===== src/rtl/vx_ti_trav_ctrl.sv =====
`default_nettype none
// ============================================================================
// Module   : vx_ti_trav_ctrl
// Purpose  : BVH traversal sequencer for the ray-tracing unit. It takes one
//            ray's root node and walks the BVH depth-first. For every visited
//            node it issues a fetch. Far children go onto the external
//            traversal stack and are popped back when a subtree finishes.
//            Leaves are handed to primitive intersection, and a completion
//            token follows the last leaf.
// Ports    : clk, reset (async, active-low)
//            ray_*       : ray intake handshake + root index
//            mem_req_*   : node fetch request
//            mem_rsp_*   : node fetch response (leaf flag, child hits/indices)
//            leaf_*      : leaf hand-off to intersection
//            stk_*       : push/pop port of the traversal stack (sole driver)
//            done_*      : completion token with node count / overflow flag
// Revision : 1.0 - initial release
// ============================================================================
module vx_ti_trav_ctrl #(
  parameter int NODE_BITS = 32,
  parameter int CNT_BITS  = 16
) (
  input  logic                 clk,
  input  logic                 reset,

  input  logic                 ray_valid,
  output logic                 ray_ready,
  input  logic [NODE_BITS-1:0] ray_root,

  output logic                 mem_req_valid,
  input  logic                 mem_req_ready,
  output logic [NODE_BITS-1:0] mem_req_node,

  input  logic                 mem_rsp_valid,
  output logic                 mem_rsp_ready,
  input  logic                 mem_rsp_leaf,
  input  logic [1:0]           mem_rsp_hit,
  input  logic [NODE_BITS-1:0] mem_rsp_left,
  input  logic [NODE_BITS-1:0] mem_rsp_right,
  input  logic                 mem_rsp_near_right,

  output logic                 leaf_valid,
  input  logic                 leaf_ready,
  output logic [NODE_BITS-1:0] leaf_node,

  output logic                 stk_push,
  output logic                 stk_pop,
  output logic [NODE_BITS-1:0] stk_data_in,
  input  logic [NODE_BITS-1:0] stk_data_out,
  input  logic                 stk_empty,
  input  logic                 stk_full,

  output logic                 done_valid,
  input  logic                 done_ready,
  output logic [CNT_BITS-1:0]  done_nodes,
  output logic                 done_overflow
);

  typedef enum logic [2:0] {
    S_IDLE  = 3'd0,
    S_FETCH = 3'd1,
    S_WAIT  = 3'd2,
    S_LEAF  = 3'd3,
    S_NEXT  = 3'd4,
    S_DONE  = 3'd5
  } state_t;

  localparam logic [CNT_BITS-1:0] c_cnt_max = '1;

  state_t               r_state, w_state_nxt;
  logic [NODE_BITS-1:0] r_cur,   w_cur_nxt;
  logic [CNT_BITS-1:0]  r_cnt,   w_cnt_nxt;
  logic                 r_ovf,   w_ovf_nxt;

  // Near/far child selection from the response currently on the bus.
  logic [NODE_BITS-1:0] w_near;
  logic [NODE_BITS-1:0] w_far;

  assign w_near = mem_rsp_near_right ? mem_rsp_right : mem_rsp_left;
  assign w_far  = mem_rsp_near_right ? mem_rsp_left  : mem_rsp_right;

  // --------------------------------------------------------------------------
  // State and datapath registers
  // --------------------------------------------------------------------------
  always_ff @(posedge clk or negedge reset) begin
    if (!reset) begin
      r_state <= S_IDLE;
      r_cur   <= '0;
      r_cnt   <= '0;
      r_ovf   <= 1'b0;
    end else begin
      r_state <= w_state_nxt;
      r_cur   <= w_cur_nxt;
      r_cnt   <= w_cnt_nxt;
      r_ovf   <= w_ovf_nxt;
    end
  end

  // --------------------------------------------------------------------------
  // Next-state and output decode
  // --------------------------------------------------------------------------
  always_comb begin
    w_state_nxt   = r_state;
    w_cur_nxt     = r_cur;
    w_cnt_nxt     = r_cnt;
    w_ovf_nxt     = r_ovf;

    ray_ready     = 1'b0;
    mem_req_valid = 1'b0;
    mem_rsp_ready = 1'b0;
    leaf_valid    = 1'b0;
    done_valid    = 1'b0;
    stk_push      = 1'b0;
    stk_pop       = 1'b0;

    // Payloads come straight from registers so they stay stable while the
    // matching valid is held.
    mem_req_node  = r_cur;
    leaf_node     = r_cur;
    done_nodes    = r_cnt;
    done_overflow = r_ovf;
    stk_data_in   = w_far;

    case (r_state)
      S_IDLE: begin
        ray_ready = 1'b1;
        if (ray_valid) begin
          w_cur_nxt   = ray_root;
          w_cnt_nxt   = '0;
          w_ovf_nxt   = 1'b0;
          w_state_nxt = S_FETCH;
        end
      end

      S_FETCH: begin
        mem_req_valid = 1'b1;
        if (mem_req_ready) begin
          // Saturating count so that a huge traversal never reports a
          // deceptively small number.
          if (r_cnt != c_cnt_max) begin
            w_cnt_nxt = r_cnt + CNT_BITS'(1);
          end
          w_state_nxt = S_WAIT;
        end
      end

      S_WAIT: begin
        mem_rsp_ready = 1'b1;
        if (mem_rsp_valid) begin
          if (mem_rsp_leaf) begin
            w_state_nxt = S_LEAF;
          end else begin
            case (mem_rsp_hit)
              2'b11: begin
                // Descend into the nearer child; the farther one is saved
                // for later unless the stack has no room, in which case
                // the subtree is lost and flagged.
                w_cur_nxt   = w_near;
                stk_push    = !stk_full;
                if (stk_full) begin
                  w_ovf_nxt = 1'b1;
                end
                w_state_nxt = S_FETCH;
              end
              2'b01: begin
                w_cur_nxt   = mem_rsp_left;
                w_state_nxt = S_FETCH;
              end
              2'b10: begin
                w_cur_nxt   = mem_rsp_right;
                w_state_nxt = S_FETCH;
              end
              default: begin
                w_state_nxt = S_NEXT;
              end
            endcase
          end
        end
      end

      S_LEAF: begin
        leaf_valid = 1'b1;
        if (leaf_ready) begin
          w_state_nxt = S_NEXT;
        end
      end

      S_NEXT: begin
        // The stack top is consumed in the same cycle the pop is issued.
        if (stk_empty) begin
          w_state_nxt = S_DONE;
        end else begin
          stk_pop     = 1'b1;
          w_cur_nxt   = stk_data_out;
          w_state_nxt = S_FETCH;
        end
      end

      S_DONE: begin
        done_valid = 1'b1;
        if (done_ready) begin
          w_state_nxt = S_IDLE;
        end
      end

      default: begin
        w_state_nxt = S_IDLE;
      end
    endcase
  end

endmodule
`default_nettype wire


===== config.mk =====
export PLATFORM = sky130hd
export DESIGN_NAME = vx_ti_trav_ctrl
export DESIGN_NICKNAME = d
export VERILOG_FILES = /design/src/rtl/vx_ti_trav_ctrl.sv
export SDC_FILE = /design/constraint.sdc
export NUM_CORES = 1
export LEC_CHECK = 0
export ABC_CLOCK_PERIOD_IN_PS = 2700
export BUFFER_PORTS_ARGS = -buffer_cell sky130_fd_sc_hd__buf_4
export CAP_MARGIN = 10
export CORE_AREA = 2 2 102 104
export DETAILED_ROUTE_END_ITERATION = 10
export DIE_AREA = 0 0 104 106
export PLACE_DENSITY = 0.91
export SLEW_MARGIN = 10
export SYNTH_ARGS = -nofsm -noshare
export SYNTH_HDL_FRONTEND = slang
export SYNTH_SLANG_ARGS = --single-unit

===== constraint.sdc =====
create_clock -name clk -period 2.7 [get_ports clk]
set_input_delay 0.135 -clock clk [delete_from_list [all_inputs] [get_ports clk]]
set_output_delay 0.135 -clock clk [all_outputs]
set_load 0.01 [all_outputs]

=== Word level (Yosys, flattened, before mapping) ===
Index checks and enable logic that the tools add are counted.

* Register bits after elaboration: 52

* $add $sub $neg: 1
* Eq/ne operators: 20
* Muxes and demuxes: 38
* Reductions and logical operators: 10

{| class="wikitable"
|+ Operators by type and width
! cell !! count
|-
| two-way mux 32 bit || 6
|-
| case mux 32 bit (3 select lines) || 2
|-
| two-way mux 16 bit || 3
|-
| case mux 16 bit (2 select lines) || 1
|-
| two-way mux 3 bit || 8
|-
| inequality test 2 bit, second input constant || 10
|-
| case mux 3 bit (6 select lines) || 1
|-
| adder 16 x 1 -> 16 bit, second input constant || 1
|-
| two-way mux 1 bit || 16
|-
| inequality test 16 bit, second input constant || 1
|-
| AND reduction 6 bit || 2
|-
| equality test 3 x 2 -> 1 bit, second input constant || 2
|-
| equality test 3 bit, second input constant || 2
|-
| AND reduction 5 bit || 1
|-
| equality test 2 bit, second input constant || 2
|-
| inequality test 4 bit, second input constant || 1
|-
| AND reduction 4 bit || 1
|-
| nonzero test 2 bit || 2
|-
| equality test 3 x 1 -> 1 bit, second input constant || 1
|-
| zero test 3 bit || 1
|-
| nonzero test 3 bit || 1
|-
| OR reduction 3 bit || 1
|-
| equality test 2 x 1 -> 1 bit, second input constant || 1
|-
| case mux 1 bit (2 select lines) || 1
|-
| zero test 1 bit || 1
|}

=== Longest topological paths before layout ===
Gate-level depths: netlist (run 1).

* Depth in word-level cells: 6
* Depth in mapped cells: 8
* Mapped depth without buffers: 6

=== Worst setup path after synthesis (run 1) ===
OpenSTA, ideal clock, no wires.

* Kind: register to register
* Start: register r_cnt[0] (netlist: done_nodes[0])
* End: register r_cnt[4] (netlist: done_nodes[4])
* Setup time: 0.121 ns
* Arrival: 1.746 ns
* Data required time: 2.579 ns
* Setup slack: 0.833 ns
* Stages on the path, launching flop included: 7
* Path through: dfrtp_1 ha_1 nand4_1 o41ai_1 buf_4 nor2_1 o22a_1

* Cells in the longest elaborated chain, start to end: 4
* Elaborated cells on any way between the ends: 7
* Those cells by class: add/sub (1); eq/ne (2); mux (3); reduce/logical (1)

{| class="wikitable"
|+ Ends and longest elaborated chain
! item !! line !! text
|-
| from (decl) || 72 || <nowiki>logic [CNT_BITS-1:0] r_cnt, w_cnt_nxt;</nowiki>
|-
| from (signal assigned) || 94 || <nowiki>r_cnt <= w_cnt_nxt;</nowiki>
|-
| adder 16 x 1 -> 16 bit || 141 || <nowiki>w_cnt_nxt = r_cnt + CNT_BITS'(1);</nowiki>
|-
| two-way mux 16 bit || 140 || <nowiki>if (r_cnt != c_cnt_max) begin</nowiki>
|-
| two-way mux 16 bit || 137 || <nowiki>if (mem_req_ready) begin</nowiki>
|-
| case mux 16 bit (2 select lines) || 124 || <nowiki>case (r_state)</nowiki>
|}

Parallel ways exist; a longest one is shown, timed or not. The select of a mux whose other input is x is not followed.
A chain may end at the register's enable or synchronous reset.

=== Worst setup path in the final report (run 1) ===
* Start: register r_cnt[0] (netlist: done_nodes[0])
* End: register r_cnt[14] (netlist: done_nodes[14])

The elaborated chain is that of the path after synthesis.

==> results.sh, run 1 <==
export IMPL_antenna_found_initial=0
export IMPL_dieArea_um2=11000
export IMPL_wire_per_inst_um=19.2
export IMPL_crit_arrival_ns=2.53
export IMPL_synth_nets=652
export IMPL_insertion_delay_ns=0.32
export IMPL_postRouteAntennaNets=0
export IMPL_num_vias=5016
export IMPL_core_area_um2=10000
export IMPL_setup_worst_path_end_class="register"
export IMPL_cts_setup_buffers=0
export IMPL_numCtsBuffers=5
export IMPL_cpPeakStageDelay_ns=0.53
export IMPL_max_freq_mhz=435
export IMPL_slew_headroom=0.531
export IMPL_multi_input_area_um2=2880
export IMPL_antenna_cells=0
export IMPL_die_w_um=104
export IMPL_fin_crit_ns=2.30
export IMPL_num_rows=37
export IMPL_synthCells=506
export IMPL_die_y_um=106
export IMPL_synth_top_area_frac=0.276
export IMPL_setup_tns_ns=0
export IMPL_worstMarginPinSlew_ns=0.704
export IMPL_ir_drop_mv=0.522
export IMPL_syn_area_per_cell_um2=9.32
export IMPL_dp_hpwl_mm=12.5
export IMPL_layout_commonest_cell="buf_4"
export IMPL_root_buffer="clkbuf_8"
export IMPL_synth_compound_area_share=0.184
export IMPL_grt_pass1_vias=5143
export IMPL_rsz0062_at_grt="false"
export IMPL_cp_cell_sequence="ha_1 > nand4_1 > o41ai_1 > buf_4 > nand2_4 > a31oi_1"
export IMPL_firstDrtPassIters=5
export IMPL_grt_max_degree=53
export IMPL_initial_utilization=0.472
export IMPL_slowest_stage="o41ai_1"
export IMPL_yosysWarnings=0
export IMPL_path_clk_slew_ns=0.11
export IMPL_drtIter0Drc=263
export IMPL_max_cap_violations=0
export IMPL_synthDistinctLibCells=52
export IMPL_ctsLongestPathBuffers=2
export IMPL_drcViolationCount=0
export IMPL_port_buffers=260
export IMPL_pin_count=261
export IMPL_seq_area_frac_synth=0.276
export IMPL_synth_simple_area_share=0.112
export IMPL_grt_usage=0.289
export IMPL_synthMuxAreaShare=0.297
export IMPL_p_leak_nw=3.18
export IMPL_ys_ff_latch=52
export IMPL_final_seq_area_um2=1300
export IMPL_synth_top_family_by_area="multiplexers"
export IMPL_ys_top_cells_by_area="dfrtp_1 (28%), mux2_2 (23%), mux2i_1 (6.8%), o221ai_1 (5.9%), buf_4 (5.4%)"
export IMPL_post_route_period_util=0.851
export IMPL_power_density_nw_per_um2=787
export IMPL_crit_path_start_kind="register"
export IMPL_synth_fa_ha_area_frac=0.0133
export IMPL_grt_pass1_wl_mm=26.1
export IMPL_gp_congestion=0.909
export IMPL_fin_ws_ns=0.402
export IMPL_synth_largest_area_cell="dfrtp_1"
export IMPL_cts_sinks=52
export IMPL_n_fill_cell=804
export IMPL_critPathKind="reg2reg"
export IMPL_cpLargestDelayFamily="compound AO/OA/AOI/OAI gates"
export IMPL_synthXorXnorAreaFrac=0
export IMPL_skew_ns=0.0141
export IMPL_path_buf_inv=1
export IMPL_final_max_slew_viol_count=0
export IMPL_routed_wirelength_mm=16.4
export IMPL_final_cell_mix="buf_4 (273), mux2_2 (96), dfrtp_1 (52)"
export IMPL_htree_levels=2
export IMPL_status="finished, final reports clean"
export IMPL_syn_area_um2=4720
export IMPL_fin_util=0.669
export IMPL_post_place_ws_ns=0.549
export IMPL_timing_final_setup_violations=0
export IMPL_cts_tree="built"
export IMPL_globalRouteOverflowTotal=0
export IMPL_nets=865
export IMPL_worstPathRequired_ns=2.93
export IMPL_post_drt_via_cell_ratio=5.86
export IMPL_drive_above_1_share=0.543
export IMPL_hold_class="in2reg"
export IMPL_hold_violations=0
export IMPL_crit_fanout=10
export IMPL_areaGrowthSynthToFinish_pct=41.7
## layer usage
metal	track usage	share of wire	vias up	wire (um)
met4	0.0849	0.019	0	317
li1	-	-	2287	-
met3	0.0552	0.073	25	1210
met1	0.324	0.38	2427	6230
met2	0.552	0.53	277	8690
met5	0	0	-	0
## cell usage after synthesis, drive strengths merged
library cell / instances
or4b: 1
o32ai: 1
or4: 2
nor2: 11
nor3b: 4
mux2i: 32
nand2: 48
a2bb2oi: 3
a41oi: 3
o21a: 1
o22a: 2
o22ai: 1
nand2b: 5
o21ai: 4
dfrtp: 52
clkbuf: 17
nor3: 2
a21boi: 3
o311a: 1
o41ai: 2
nor4: 1
ha: 5
o32a: 1
o41a: 1
nor2b: 2
o221a: 1
o21bai: 1
buf: 53
and4: 3
mux2: 96
nand3: 14
a31oi: 12
a21oi: 5
o221ai: 32
nand4: 4
nor4b: 1
and4bb: 1
inv: 39
a211o: 1
a22o: 1
nand3b: 2
o211ai: 3
a22oi: 32
## layout make-up
cell class | count | share of cell area
repair buffers | 276 | 0.314
clock buffers | 5 | 0.0103
well taps | 136 | 0.0254
clock inverters | 3 | 0.00318
multi-input cells | 345 | 0.431
inverters | 39 | 0.0219
flip-flops and latches | 52 | 0.195
## final timing paths
kind	from	endpoint	slack [ns]	depth (start not counted)
setup / recovery	done_nodes[0]	done_nodes[14]	0.40	6
hold / removal	ray_valid	done_overflow	0.04	2
setup reg to reg	done_nodes[0]	done_nodes[14]	0.40	6
hold reg to reg	leaf_node[1]	leaf_node[1]	0.55	1
max in group asynchronous	reset	done_overflow	1.82	2
min in group asynchronous	reset	leaf_node[20]	0.41	2
## worst register-to-register path: cells and delay by family, from the launching register on
family / cells / cell delay [ns]
AND/OR/NAND/NOR: 2 / 0.41
buffers and inverters: 1 / 0.23
adder cells (fa/ha/maj): 1 / 0.30
flip-flops: 1 / 0.50
AO/OA/AOI/OAI: 2 / 0.77
## state kept, by name (all words and copies together), names as in the netlist
signal / count
leaf_node: 32
r_state: 3
done_nodes: 16
done_overflow: 1
## repair_timing
| action | CTS | global route |
|---|---|---|
| endpoints found under the hold margin | 52 | 0 |
| hold buffers | 1 | 0 |
| setup endpoints to repair | 0 | 0 |
| resized for setup | 0 | 0 |
## cell families (layout without fill, tap and decap cells)
kind of cell / after synthesis / in the layout
adders and majority gates: 5 / 5
muxes: 128 / 128
buffers and inverters: 109 / 323
DFF: 52 / 52
and+or+nand+nor: 101 / 101
AOI/OAI and AO/OA: 111 / 111
## power by group
part / internal, W / switching [W] / leakage (nW)
sequential: 0.00110 / 0.000402 / 0.646
clock: 0.000185 / 0.000293 / 0.0445
combinational: 0.00173 / 0.00155 / 2.49
## stage by stage
step	power, W	std cells	hold slack (ns)	area (um^2)
6_report	0.00526	856	0.0403	6690
5_1_grt	0.00558	856	0.0324	6690
4_1_cts	0.00528	856	0.0334	6690
3_5_place_dp	0.00479	847	0.232	6590
3_3_place_gp	0.00466	847	0.212	6590
2_1_floorplan	0.00348	506	-0.161	4720
Note: power is estimated with default switching activity, not from simulation.
==> run 2, diff against run 1 <==
--- a/config.mk
+++ b/config.mk
@@ -11,7 +11,9 @@
 export CORE_AREA = 2 2 102 104
 export DETAILED_ROUTE_END_ITERATION = 10
 export DIE_AREA = 0 0 104 106
+export GPL_TIMING_DRIVEN = 0
 export PLACE_DENSITY = 0.91
+export SKIP_LAST_GASP = 1
 export SLEW_MARGIN = 10
 export SYNTH_ARGS = -nofsm -noshare
 export SYNTH_HDL_FRONTEND = slang
==> results.sh, run 2 (synthesis gave the netlist of run 1 again) <==
export IMPL_status="finished, final reports clean"
export IMPL_cts_tree="built"
export IMPL_drcViolationCount=0
export IMPL_ir_drop_mv=0.582
export IMPL_crit_arrival_ns=2.22
export IMPL_rr_endpoint="leaf_node[20]"
export IMPL_drive_above_1_share=0.550
export IMPL_wl_met1_mm=6.89
export IMPL_highest_layer="met4"
export IMPL_die_w_um=104
export IMPL_fin_util=0.694
export IMPL_final_cell_mix="buf_4 (293), mux2_2 (96), dfrtp_1 (52)"
export IMPL_crit_fanout=10
export IMPL_final_max_slew_viol_count=0
export IMPL_die_y_um=106
export IMPL_gp_congestion=0.958
export IMPL_timing_final_setup_violations=0
export IMPL_max_cap_violations=0
export IMPL_worstMarginPinSlew_ns=0.827
export IMPL_antenna_cells=0
export IMPL_areaGrowthSynthToFinish_pct=47.1
export IMPL_power_density_nw_per_um2=809
export IMPL_num_rows=37
export IMPL_crit_end="stk_push"
export IMPL_fin_crit_ns=2.36
export IMPL_initial_utilization=0.472
export IMPL_dp_hpwl_mm=13.7
export IMPL_largest_reg_flops=32
export IMPL_globalRouteOverflowTotal=0
export IMPL_grt_pass1_wl_mm=27.3
export IMPL_core_area_um2=10000
export IMPL_p_leak_nw=3.36
export IMPL_numCtsBuffers=5
export IMPL_crit_start="r_state[0]"
export IMPL_fin_area_um2=6940
export IMPL_rsz0062_at_grt="false"
export IMPL_hold_violations=0
export IMPL_cts_sinks=52
export IMPL_wl_met2_mm=8.88
export IMPL_num_vias=5254
export IMPL_drtIter0Drc=244
export IMPL_setup_worst_path_end_class="output port"
export IMPL_root_buffer="clkbuf_8"
export IMPL_grt_pass1_vias=5218
export IMPL_place_area_um2=6830
export IMPL_ctsLongestPathBuffers=2
export IMPL_hold_class="in2reg"
export IMPL_max_freq_mhz=424
export IMPL_path_clk_slew_ns=0.12
export IMPL_grt_usage=0.308
export IMPL_firstDrtPassIters=5
export IMPL_slew_headroom=0.447
export IMPL_routed_wirelength_mm=17.6
export IMPL_post_drt_via_cell_ratio=5.77
export IMPL_postRouteAntennaNets=0
export IMPL_port_buffers=259
export IMPL_setup_tns_ns=0
export IMPL_wire_per_inst_um=19.3
export IMPL_wl_met3_mm=1.24
export IMPL_worstPathRequired_ns=2.57
export IMPL_rr_worst_depth=6
export IMPL_pin_count=261
export IMPL_htree_levels=2
export IMPL_power_total_w=0.00562
export IMPL_crit_path_start_kind="register"
export IMPL_reg2reg_slack_ns=0.50
export IMPL_r2r_start="r_state[1]"
export IMPL_insertion_delay_ns=0.32
export IMPL_fin_ws_ns=0.343
export IMPL_post_place_ws_ns=0.275
export IMPL_nets=919
export IMPL_critPathKind="reg2out"
export IMPL_antenna_found_initial=0
export IMPL_post_route_period_util=0.873
export IMPL_grt_max_degree=53
export IMPL_dieArea_um2=11000
export IMPL_layout_commonest_cell="buf_4"
export IMPL_skew_ns=0.0165
## run 2: worst min path at each step
stage	start	endpoint	slack, ns	cells past startpoint
2_1_floorplan	reset	done_nodes[0]	-0.16	0
3_3_place_gp	reset	leaf_node[27]	0.22	1
3_5_place_dp	reset	leaf_node[27]	0.23	1
4_1_cts	ray_valid	done_overflow	0.008	2
5_1_grt	ray_valid	done_overflow	0.02	2
6_report	ray_valid	done_overflow	0.02	2
## run 2: per-layer routing
layer,up-vias,global-route usage
met2,290,0.537
li1,2391,-
met3,44,0.0521
met5,-,0
met4,0,0.118
met1,2529,0.380
## run 2: repair_timing
action	CTS	global route
setup buffers	0	0
hold endpoints to repair	52	0
setup endpoints to repair	0	1
gates resized for setup	0	1
hold buffers	1	0
## run 2: power by group
| group | leakage [nW] | total [W] | switching (W) | internal (W) |
|---|---|---|---|---|
| sequential | 0.646 | 0.00143 | 0.000329 | 0.00110 |
| clock | 0.0491 | 0.000496 | 0.000304 | 0.000192 |
| combinational | 2.66 | 0.00369 | 0.00170 | 0.00199 |
| total | 3.36 | 0.00562 | 0.00234 | 0.00328 |
## run 2: worst max-delay path, cell delays in order (launching register included)
cell and delay (ns):
dfrtp_1 0.42, buf_2 0.18, inv_1 0.19, nand3_2 0.23
clkbuf_1 0.32, nor4b_1 0.38, buf_4 0.19
## run 2: through the flow
stage | hold slack, ns | cells
6_report | 0.0207 | 910
4_1_cts | 0.00762 | 910
3_3_place_gp | 0.222 | 901
3_5_place_dp | 0.229 | 901
2_1_floorplan | -0.161 | 506
5_1_grt | 0.0170 | 910
## run 2: area by class of cell
| class | instances | area (um^2) |
|---|---|---|
| buffer | 70 | 413 |
| clock buffer | 5 | 68.8 |
| clock inverter | 3 | 26.3 |
| fill | 829 | 3060 |
| inverter | 39 | 146 |
| multi-input combinational | 345 | 2860 |
| sequential | 52 | 1300 |
| tap | 136 | 170 |
| timing repair buffer | 260 | 1950 |
==> run 3, diff against run 2 <==
--- a/config.mk
+++ b/config.mk
@@ -5,13 +5,15 @@
 export SDC_FILE = /design/constraint.sdc
 export NUM_CORES = 1
 export LEC_CHECK = 0
+export ABC_AREA = 0
 export ABC_CLOCK_PERIOD_IN_PS = 2700
 export BUFFER_PORTS_ARGS = -buffer_cell sky130_fd_sc_hd__buf_4
-export CAP_MARGIN = 10
+export CAP_MARGIN = 20
 export CORE_AREA = 2 2 102 104
 export DETAILED_ROUTE_END_ITERATION = 10
 export DIE_AREA = 0 0 104 106
 export GPL_TIMING_DRIVEN = 0
+export HOLD_SLACK_MARGIN = 0.08
 export PLACE_DENSITY = 0.91
 export SKIP_LAST_GASP = 1
 export SLEW_MARGIN = 10
==> results.sh, run 3 (synthesis gave the netlist of run 1 again) <==
export IMPL_hold_end="r_state[1]"
export IMPL_nets=920
export IMPL_dieArea_um2=11000
export IMPL_cts_sinks=52
export IMPL_critPathKind="reg2out"
export IMPL_drive_above_1_share=0.550
export IMPL_skew_ns=0.0170
export IMPL_largest_reg_flops=32
export IMPL_htree_levels=2
export IMPL_ir_drop_mv=0.557
export IMPL_grt_pass1_wl_mm=27.3
export IMPL_areaGrowthSynthToFinish_pct=47.4
export IMPL_post_drt_via_cell_ratio=5.77
export IMPL_fin_ws_ns=0.310
export IMPL_p_leak_nw=3.36
export IMPL_die_w_um=104
export IMPL_slowest_stage="dfrtp_1"
export IMPL_num_rows=37
export IMPL_postRouteAntennaNets=0
export IMPL_rr_endpoint="leaf_node[20]"
export IMPL_crit_fanout=10
export IMPL_final_max_slew_viol_count=0
export IMPL_hold_depth=4
export IMPL_firstDrtPassIters=5
export IMPL_setup_worst_path_end_class="output port"
export IMPL_grt_pass1_vias=5211
export IMPL_hold_violations=0
export IMPL_drcViolationCount=0
export IMPL_routed_wirelength_mm=17.6
export IMPL_initial_utilization=0.472
export IMPL_cpPeakStageDelay_ns=0.42
export IMPL_cts_setup_buffers=0
export IMPL_grt_max_degree=53
export IMPL_gp_congestion=0.958
export IMPL_post_place_ws_ns=0.275
export IMPL_crit_path_start_kind="register"
export IMPL_worstPathRequired_ns=2.57
export IMPL_path_buf_inv=4
export IMPL_layout_commonest_cell="buf_4"
export IMPL_dp_cells=901
export IMPL_antenna_found_initial=0
export IMPL_status="finished, final reports clean"
export IMPL_setup_tns_ns=0
export IMPL_wire_per_inst_um=19.3
export IMPL_min_from="leaf_ready"
export IMPL_power_total_w=0.00563
export IMPL_path_clk_slew_ns=0.12
export IMPL_worstMarginPinSlew_ns=0.827
export IMPL_fin_crit_ns=2.39
export IMPL_final_seq_area_um2=1300
export IMPL_drtIter0Drc=224
export IMPL_n_fill_cell=827
export IMPL_multi_input_area_um2=2860
export IMPL_reg2reg_slack_ns=0.50
export IMPL_crit_arrival_ns=2.25
export IMPL_num_vias=5257
export IMPL_ctsLongestPathBuffers=2
export IMPL_post_route_period_util=0.885
export IMPL_insertion_delay_ns=0.32
export IMPL_core_area_um2=10000
export IMPL_power_density_nw_per_um2=809
export IMPL_root_buffer="clkbuf_8"
export IMPL_dp_hpwl_mm=13.7
export IMPL_die_y_um=106
export IMPL_max_freq_mhz=418
export IMPL_cts_tree="built"
export IMPL_holdWs_ns=0.106
export IMPL_instances_no_fill=911
export IMPL_globalRouteOverflowTotal=0
export IMPL_antenna_cells=0
export IMPL_rsz0062_at_grt="false"
export IMPL_port_buffers=259
export IMPL_cpLargestDelayFamily="buffers and inverters"
export IMPL_hold_class="in2reg"
export IMPL_cp_cell_sequence="buf_2 > inv_1 > nand3_2 > clkbuf_1 > nor4b_1 > buf_4"
export IMPL_timing_final_setup_violations=0
export IMPL_rr_worst_depth=6
export IMPL_r2r_start="r_state[1]"
export IMPL_numCtsBuffers=5
export IMPL_pin_count=261
export IMPL_slew_headroom=0.447
export IMPL_final_cell_mix="buf_4 (293), mux2_2 (96), dfrtp_1 (52)"
export IMPL_max_cap_violations=0
export IMPL_grt_usage=0.307
-- run 3: changes by cell type in the layout (fill, tap and decap cells not counted), sizes merged --
cell | previous run | this run
dlygate4sd3 | 1 | 2
-- run 3: layer usage --
layer | track usage | vias up | wire, um
met1 | 0.380 | 2521 | 6860
li1 | - | 2390 | -
met2 | 0.537 | 297 | 8860
met4 | 0.118 | 0 | 569
met3 | 0.0515 | 49 | 1290
met5 | 0 | - | 0
-- run 3: layout make-up --
class,count,share of cell area
clock buffers,5,0.00990
multi-input cells,345,0.412
repair buffers,261,0.283
well taps,136,0.0245
plain buffers,70,0.0594
flip-flops and latches,52,0.187
clock inverters,3,0.00378
inverters,39,0.0211
-- run 3: per-stage QoR --
stage	cell area [um^2]	util
2_1_floorplan	4720	-
3_3_place_gp	6830	0.683
3_5_place_dp	6830	0.683
4_1_cts	6950	0.695
5_1_grt	6950	0.695
6_report	6950	0.695
-- run 3: repair_timing --
action,CTS,global route
hold buffers,2,0
endpoints found under the hold margin,53,0
endpoints found under the setup margin,0,1
gates resized for setup,0,1
-- run 3: how the worst max path moves through the flow --
stage	from	end	slack, ns	cells past startpoint
detailed placement	mem_rsp_hit[0]	leaf_node[15]	0.27	9
CTS	r_state[0]	stk_push	0.17	6
global route	r_state[0]	stk_push	0.14	6
floorplan	done_nodes[0]	done_nodes[4]	0.83	6
global placement	mem_rsp_hit[0]	leaf_node[18]	0.29	9
finish	r_state[0]	stk_push	0.31	6
-- run 3: worst register-to-register path, cell delays in order (launching register included) --
cell and delay [ns]:
dfrtp_1 0.38, buf_2 0.18, nor3b_2 0.42, o21bai_1 0.29, buf_2 0.32, o221ai_1 0.19, mux2_2 0.31
-- run 3: power breakdown --
part / leakage, nW / total, W / internal, W / switching, W
Sequential: 0.646 / 0.00143 / 0.00110 / 0.000331
Clock: 0.0491 / 0.000497 / 0.000192 / 0.000305
Combinational: 2.67 / 0.00369 / 0.00199 / 0.00170
Total: 3.36 / 0.00563 / 0.00328 / 0.00234
